### config.mk
export PLATFORM = sky130hd
export DESIGN_NAME = param_reg_file
export DESIGN_NICKNAME = d
export VERILOG_FILES = /design/src/rtl/param_reg_file.sv
export SDC_FILE = /design/constraint.sdc
export NUM_CORES = 1
export LEC_CHECK = 0
export ABC_AREA = 1
export BUFFER_PORTS_ARGS = -buffer_cell sky130_fd_sc_hd__buf_2
export CORE_MARGIN = 1
export CORE_UTILIZATION = 50
export DETAILED_ROUTE_END_ITERATION = 8
export PLACE_DENSITY = 0.65
export SLEW_MARGIN = 30
export SYNTH_ARGS = -nofsm -noshare
export SYNTH_HDL_FRONTEND = slang
export SYNTH_SLANG_ARGS = --single-unit
### constraint.sdc
create_clock -name clk -period 7.8 [get_ports clk]
set_input_delay 0.78 -clock clk [delete_from_list [all_inputs] [get_ports clk]]
set_output_delay 0.78 -clock clk [all_outputs]
set_load 0.01 [all_outputs]
### src/rtl/param_reg_file.sv
// Register file with NR general and NT temporary registers, a broadcast write port that applies
// dec/inc/load/clear to every enabled register, and two registered read ports with optional bypass.
module param_reg_file #(
    parameter int WIDTH  = 8,
    parameter int NR     = 4,
    parameter int NT     = 4,
    parameter int BYPASS = 1,
    parameter int SELW   = $clog2(NR + NT)
) (
    input  logic             clk,
    input  logic             rst,
    input  logic [WIDTH-1:0] din,
    input  logic [1:0]       fun_sel,
    input  logic [NR-1:0]    r_sel,
    input  logic [NT-1:0]    t_sel,
    input  logic [SELW-1:0]  o1_sel,
    input  logic [SELW-1:0]  o2_sel,
    input  logic             o1_en,
    input  logic             o2_en,
    output logic [WIDTH-1:0] o1,
    output logic [WIDTH-1:0] o2
);

    localparam int N = NR + NT;

    typedef enum logic [1:0] {
        FUN_DEC   = 2'b00,
        FUN_INC   = 2'b01,
        FUN_LOAD  = 2'b10,
        FUN_CLEAR = 2'b11
    } fun_e;

    // Storage index 0..NT-1 holds T1..T{NT}, NT..N-1 holds R1..R{NR}.
    logic [WIDTH-1:0] regs [N];
    logic [WIDTH-1:0] nxt  [N];
    logic [N-1:0]     wen;
    logic [WIDTH-1:0] rd1;
    logic [WIDTH-1:0] rd2;

    // Enable vectors are MSB-first (MSB = T1 / R1), so they are reversed onto the storage index.
    always_comb begin
        wen = '0;
        for (int k = 0; k < NT; k++) begin
            wen[k] = t_sel[NT-1-k];
        end
        for (int k = 0; k < NR; k++) begin
            wen[NT+k] = r_sel[NR-1-k];
        end
    end

    always_comb begin
        for (int i = 0; i < N; i++) begin
            nxt[i] = regs[i];
            if (wen[i]) begin
                case (fun_e'(fun_sel))
                    FUN_DEC:  nxt[i] = regs[i] - WIDTH'(1);
                    FUN_INC:  nxt[i] = regs[i] + WIDTH'(1);
                    FUN_LOAD: nxt[i] = din;
                    default:  nxt[i] = '0;
                endcase
            end
        end
    end

    // Bypass reads the post-write value; an index past the last register reads as zero.
    always_comb begin
        rd1 = '0;
        rd2 = '0;
        for (int i = 0; i < N; i++) begin
            if (int'(o1_sel) == i) begin
                rd1 = (BYPASS != 0) ? nxt[i] : regs[i];
            end
            if (int'(o2_sel) == i) begin
                rd2 = (BYPASS != 0) ? nxt[i] : regs[i];
            end
        end
    end

    always_ff @(posedge clk) begin
        if (rst) begin
            for (int i = 0; i < N; i++) begin
                regs[i] <= '0;
            end
            o1 <= '0;
            o2 <= '0;
        end else begin
            for (int i = 0; i < N; i++) begin
                if (wen[i]) begin
                    regs[i] <= nxt[i];
                end
            end
            if (o1_en) begin
                o1 <= rd1;
            end
            if (o2_en) begin
                o2 <= rd2;
            end
        end
    end

endmodule

---- After elaboration in Yosys (flattened, before gate mapping) ----
Memories as Yosys holds them, arrays and structs flattened.
Cells that the tools add are included.
W data, S select, Z words.
operators by class
  bitwise gates (word level) .............. 8
  $add $sub $neg .......................... 16
  eq/ne operators ......................... 16
  reduce and logical (&&, ||, !) cells .... 3
  muxes and demuxes ....................... 66
operator list
  cell                   number
  $mux W8                32
  $pmux W8 S3            8
  $add A8 B1 Y8 const B  8
  $sub A8 B1 Y8 const B  8
  $mux W1                26
  $eq A3 B3 Y1 const B   8
  $eq A3 B2 Y1 const B   4
  $or A1 B1 Y1           8
  $eq A3 B1 Y1 const B   2
  $logic_not A3 Y1       2
  $eq A2 B1 Y1 const B   1
  $eq A2 B2 Y1 const B   1
  $logic_not A2 Y1       1
word-level totals
  output and inout port bits .............. 16
  register bits ........................... 16
  input port bits ......................... 28
  memories ................................ 1
  word-level logic and storage cells ...... 112
  memory bits (writable) .................. 64
memories
  memory  depth  bits a word  read ports  clocked after memory_dff  wr ports  RTL line  RTL
  regs    8      8            8           0                         8         34        logic [WIDTH-1:0] regs [N];

---- Logic depth before layout (Yosys ltp) ----
  depth after elaboration ................. 11
  mapped depth ............................ 20
  mapped depth without buffers ............ 20

---- Worst setup path before layout ----
No wires, ideal clock.
  path type ............................... input -> register
  from .................................... input fun_sel[1]
  to ...................................... register o1[6]
  cell stages on the path ................. 17
  setup time .............................. 0.117 ns
  buffers on the path ..................... 0
  data required time ...................... 7.683 ns
  arrival time ............................ 2.956 ns
  setup slack ............................. 4.727 ns
  path through ............................ inv_2 > nand2_4 > inv_1 > fa_1 > nand3b_1 > nand2_1 > nand2_1 > nand2_1 > nand2_1 > nand2_1 > a21oi_1 > o21ai_0 > nand3_1 > nand3_1 > nand4_1 > nor2_1 > nor2_1
on the way
  word-level cells in the longest chain between the ends .. 11
ends and longest elaborated chain
  what                                        RTL line  RTL
  start: declaration                          13        input logic [1:0] fun_sel,
  $eq A2 B2 Y1, or another cell as far along  55        case (fun_e'(fun_sel))
  $pmux W8 S3                                 55
  $mux W8                                     54        if (wen[i]) begin
  $mux W8 (7 in series)                       70        if (int'(o1_sel) == i) begin
  $mux W8 (*)                                 70
  end signal: assignment                      93        o1 <= rd1;
  end: declaration                            20        output logic [WIDTH-1:0] o1,
Mark *: on every way between the ends. The rest lies on a longest branch, timed or not.
A chain may end at the register's enable or synchronous reset.

---- Worst setup path in the final report ----
Same ends and word-level chain as after synthesis.

==> flow_summary.toml <==
[placement]
dp_cells = 1260
gp_congestion = 0.944
dp_hpwl_um = 16800
detailed_place.area_um2 = 7620
post-place-ws_ns = 2.57
portBuffers = 43

[final_layout]
fin_nets = 1175
utilization_pct = 56.6
drive_gt1_share_pct = 8.85
syn2layout_area_growth_pct = 9.33
fin_cells = 1276
antenna_cells = 0
fillerInstances = 1392
stdcell_area_um2 = 7950

[worst_setup_path]
start_kind = "input port"
rrSetupSlack_ns = 5.24
crit_arrival_ns = 5.20
slowest_stage = "nand2_4"
rr_endpoint = "o2[5]$_SDFFE_PP0P_"
r2r_cells = 14
path_cells = "buf_2 > inv_2 > nand2_4 > inv_1 > fa_1 > inv_1 > nand4_1 > nand3_1 > nand2_1 > nand3_1 > nand2_1 > nand2_1 > nand2_1 > nand2_1 > nand3_1 > nor2_1 > nand4_1 > nor2_1 > nor2_1"
cpMostUsedCell = "nand2_1"
end_kind = "flip-flop"
path_class = "input port to flip-flop"
crit_start = "fun_sel[1]"
crit_end = "o1[6]$_SDFFE_PP0P_"
crit_required_ns = 8.05
crit-reg2reg-launch = "regs[0][10]$_SDFFCE_PN0P_"
crit_family = "simple AND/OR/NAND/NOR gates"
cp.depth = 19
crit_buf_inv = 4
max_stage_delay_ns = 0.74
cp_max_fo = 57

[detailed_routing]
vias = 7591
vias_per_cell = 5.95
wl_um = 23400
drtIter0Drc = 753
wl_per_cell_um = 18.3
dr.pass1.iters = 5
drc_errors = 0
ant_nets = 0

[global_routing]
antenna_found_initial = 0
grtUsageTotal_pct = 32.0
grt-busiest-layer = "met2"
grt_use_met2_pct = 49.8
gr-total-overflow = 0
grt_pass1_wl_um = 35700
grt_pass1_vias = 6614
use_met3_pct = 3.90
grt_max_degree = 58
globalRouteMet1Util_pct = 44.4

[yosys]
avgSynthCellArea_um2 = 6.84
syn_area_um2 = 7270
synth.area.mux_share_pct = 0
yosysWarningCount = 0
yosys.area_share.simple_pct = 33.4
synth-xor-area-share_pct = 1.33
netlist_instances = 1062
synth_fa_ha_area_share_pct = 10.5
synth_edf_count = 64
synth_top_family_by_area = "simple AND/OR/NAND/NOR gates"
ys_seq_area_share_pct = 30.9
async_reset_ff_share_pct = 0
synth_compound_area_share_pct = 16.1
ys_ff_latch = 80
mappedNetlistNets = 1146
synth_cell_types = 33
synth_flop_cell = "edfxtp_1"

[flow_run]
cap_viol_max_count = 0

[cts]
cts_max_path_buffers = 2
cts_tree = "done"
postCtsHoldBufs = 0
cts-root-buf = "clkbuf_16"
insertion_delay_ns = 0.35
clock-sinks = 80
post_cts_resized = 0
htreeDepth = 3
cts_made_buffers = 9
clk_pin_slew_ns = 0.07
cts_setup_buffers = 0

[timing]
slew-limit-headroom_pct = 29.2
timing.setup.tns_ns = 0
final_max_slew_viol_count = 0
timing.hold.ws_ns = 0.470
min_period_over_period_pct = 63.5
setup_viol = 0
worst_pin_slew_ns = 1.05
fmax_ghz = 0.202
finalHoldViolCount = 0
layout_min_cycle_time_ns = 4.96
rsz0062_at_grt = "false"
clock_skew_ns = 0.00757
setup_ws_ns = 2.84

[power]
power_frac_comb_pct = 33.3
power_density_nw_per_um2 = 183
clockPowerShare_pct = 30.2
seqPwrFrac_pct = 36.5
leakage_nw = 3.75
p_sw_share_pct = 37.0
switching_power_mw = 0.536
power_mw = 1.45
ir_worst_vdd_uv = 142
p_int_mw = 0.914

[die]
start_util_pct = 51.8
coreArea_um2 = 14000
ios = 44
die_h_um = 123
die-area_um2 = 15000
rows = 43
die_x_um = 123

[worst_hold_path]
min_path_type = "flip-flop to flip-flop"

[status]
status = "finished clean"
==> cell usage after synthesis (all sizes together) (11+ instances only) <==
master    n  area, um^2
nor3     30         150
inv     125         469
nand3   117         586
edfxtp   64        1920
ha       48         601
nand2   241         915
o211ai   13        97.6
or2      25         156
xor2     11        96.3
clkbuf   19        71.3
nor2    115         432
o21ai    68         340
a31oi    17         106
nand4    23         144
dfxtp    16         320
a21oi    79         395
==> worst min-delay path by stage <==
stage	cells after the start	slack, ns	startpoint	to
6_report	2	0.47	o1[7]$_SDFFE_PP0P_	o1[7]$_SDFFE_PP0P_
3_3_place_gp	2	0.46	o2[0]$_SDFFE_PP0P_	o2[0]$_SDFFE_PP0P_
2_1_floorplan	2	0.49	o2[0]$_SDFFE_PP0P_	o2[0]$_SDFFE_PP0P_
5_1_grt	2	0.50	o1[2]$_SDFFE_PP0P_	o1[2]$_SDFFE_PP0P_
4_1_cts	2	0.47	o1[7]$_SDFFE_PP0P_	o1[7]$_SDFFE_PP0P_
3_5_place_dp	2	0.46	o2[0]$_SDFFE_PP0P_	o2[0]$_SDFFE_PP0P_
==> final cells by class <==
cell class                 instances  area (um^2)  area share [%]
multi-input combinational        831         4480            56.4
sequential                        80         2240            28.2
inverter                         125          469            5.91
clock buffer                      11          264            3.32
tap                              180          225            2.83
timing repair buffer              44          223            2.80
clock inverter                     5         37.5           0.472
==> cells in the final DEF, fill, tap and decap left out, types with 2 or more instances in the layout <==
cell and count:
nand2_1 239, inv_1 122, nand3_1 117, nor2_1 114
a21oi_1 79, o21ai_0 68, edfxtp_1 64, ha_1 48
buf_2 43, or2_2 25, nor3_1 24, nand4_1 23
a31oi_1 17, dfxtp_1 16, o211ai_1 13, xor2_1 11
clkbuf_16 10, o22ai_1 8, fa_1 8, o2111ai_1 7
nor3_2 6, nand3b_1 6, o21a_1 4, inv_2 3
clkinv_4 3, a21o_1 2, a21boi_0 2, o21bai_1 2
o221ai_1 2
==> logic make-up after synthesis <==
family,after synthesis
compound gates,207
flops,80
xor+xnor,11
simple gates,557
buf+inv,151
fa+ha+maj,56
==> tightest hold or removal path, delay by kind of cell (launching register included) <==
family	cells	cell delay (ns)
DFF	1	0.31
AOI/OAI and AO/OA	1	0.06
and+or+nand+nor	1	0.06
==> flip-flops by register name, indices dropped and copies added, names as in the netlist <==
| signal | flops |
|---|---|
| o1 | 8 |
| regs | 64 |
| o2 | 8 |
==> per-layer routing <==
metal  vias to the layer above  share of wire [%]  routed length, um
met3                        50                7.6               1780
met4                         0                3.1                719
met5                         -                  0                  0
li1                       3723                  -                  -
met2                       339                 45              10500
met1                      3479                 44              10400
==> power groups by stage <==
| stage | combinational (mW) | sequential (mW) | clock [mW] |
|---|---|---|---|
| finish | 0.483 | 0.529 | 0.437 |
| global route | 0.540 | 0.533 | 0.461 |
| CTS | 0.474 | 0.528 | 0.444 |
| detailed placement | 0.471 | 0.537 | 0 |
| global placement | 0.469 | 0.537 | 0 |
| floorplan | 0.347 | 0.532 | 0 |
Note: power is estimated with default switching activity, not from simulation.
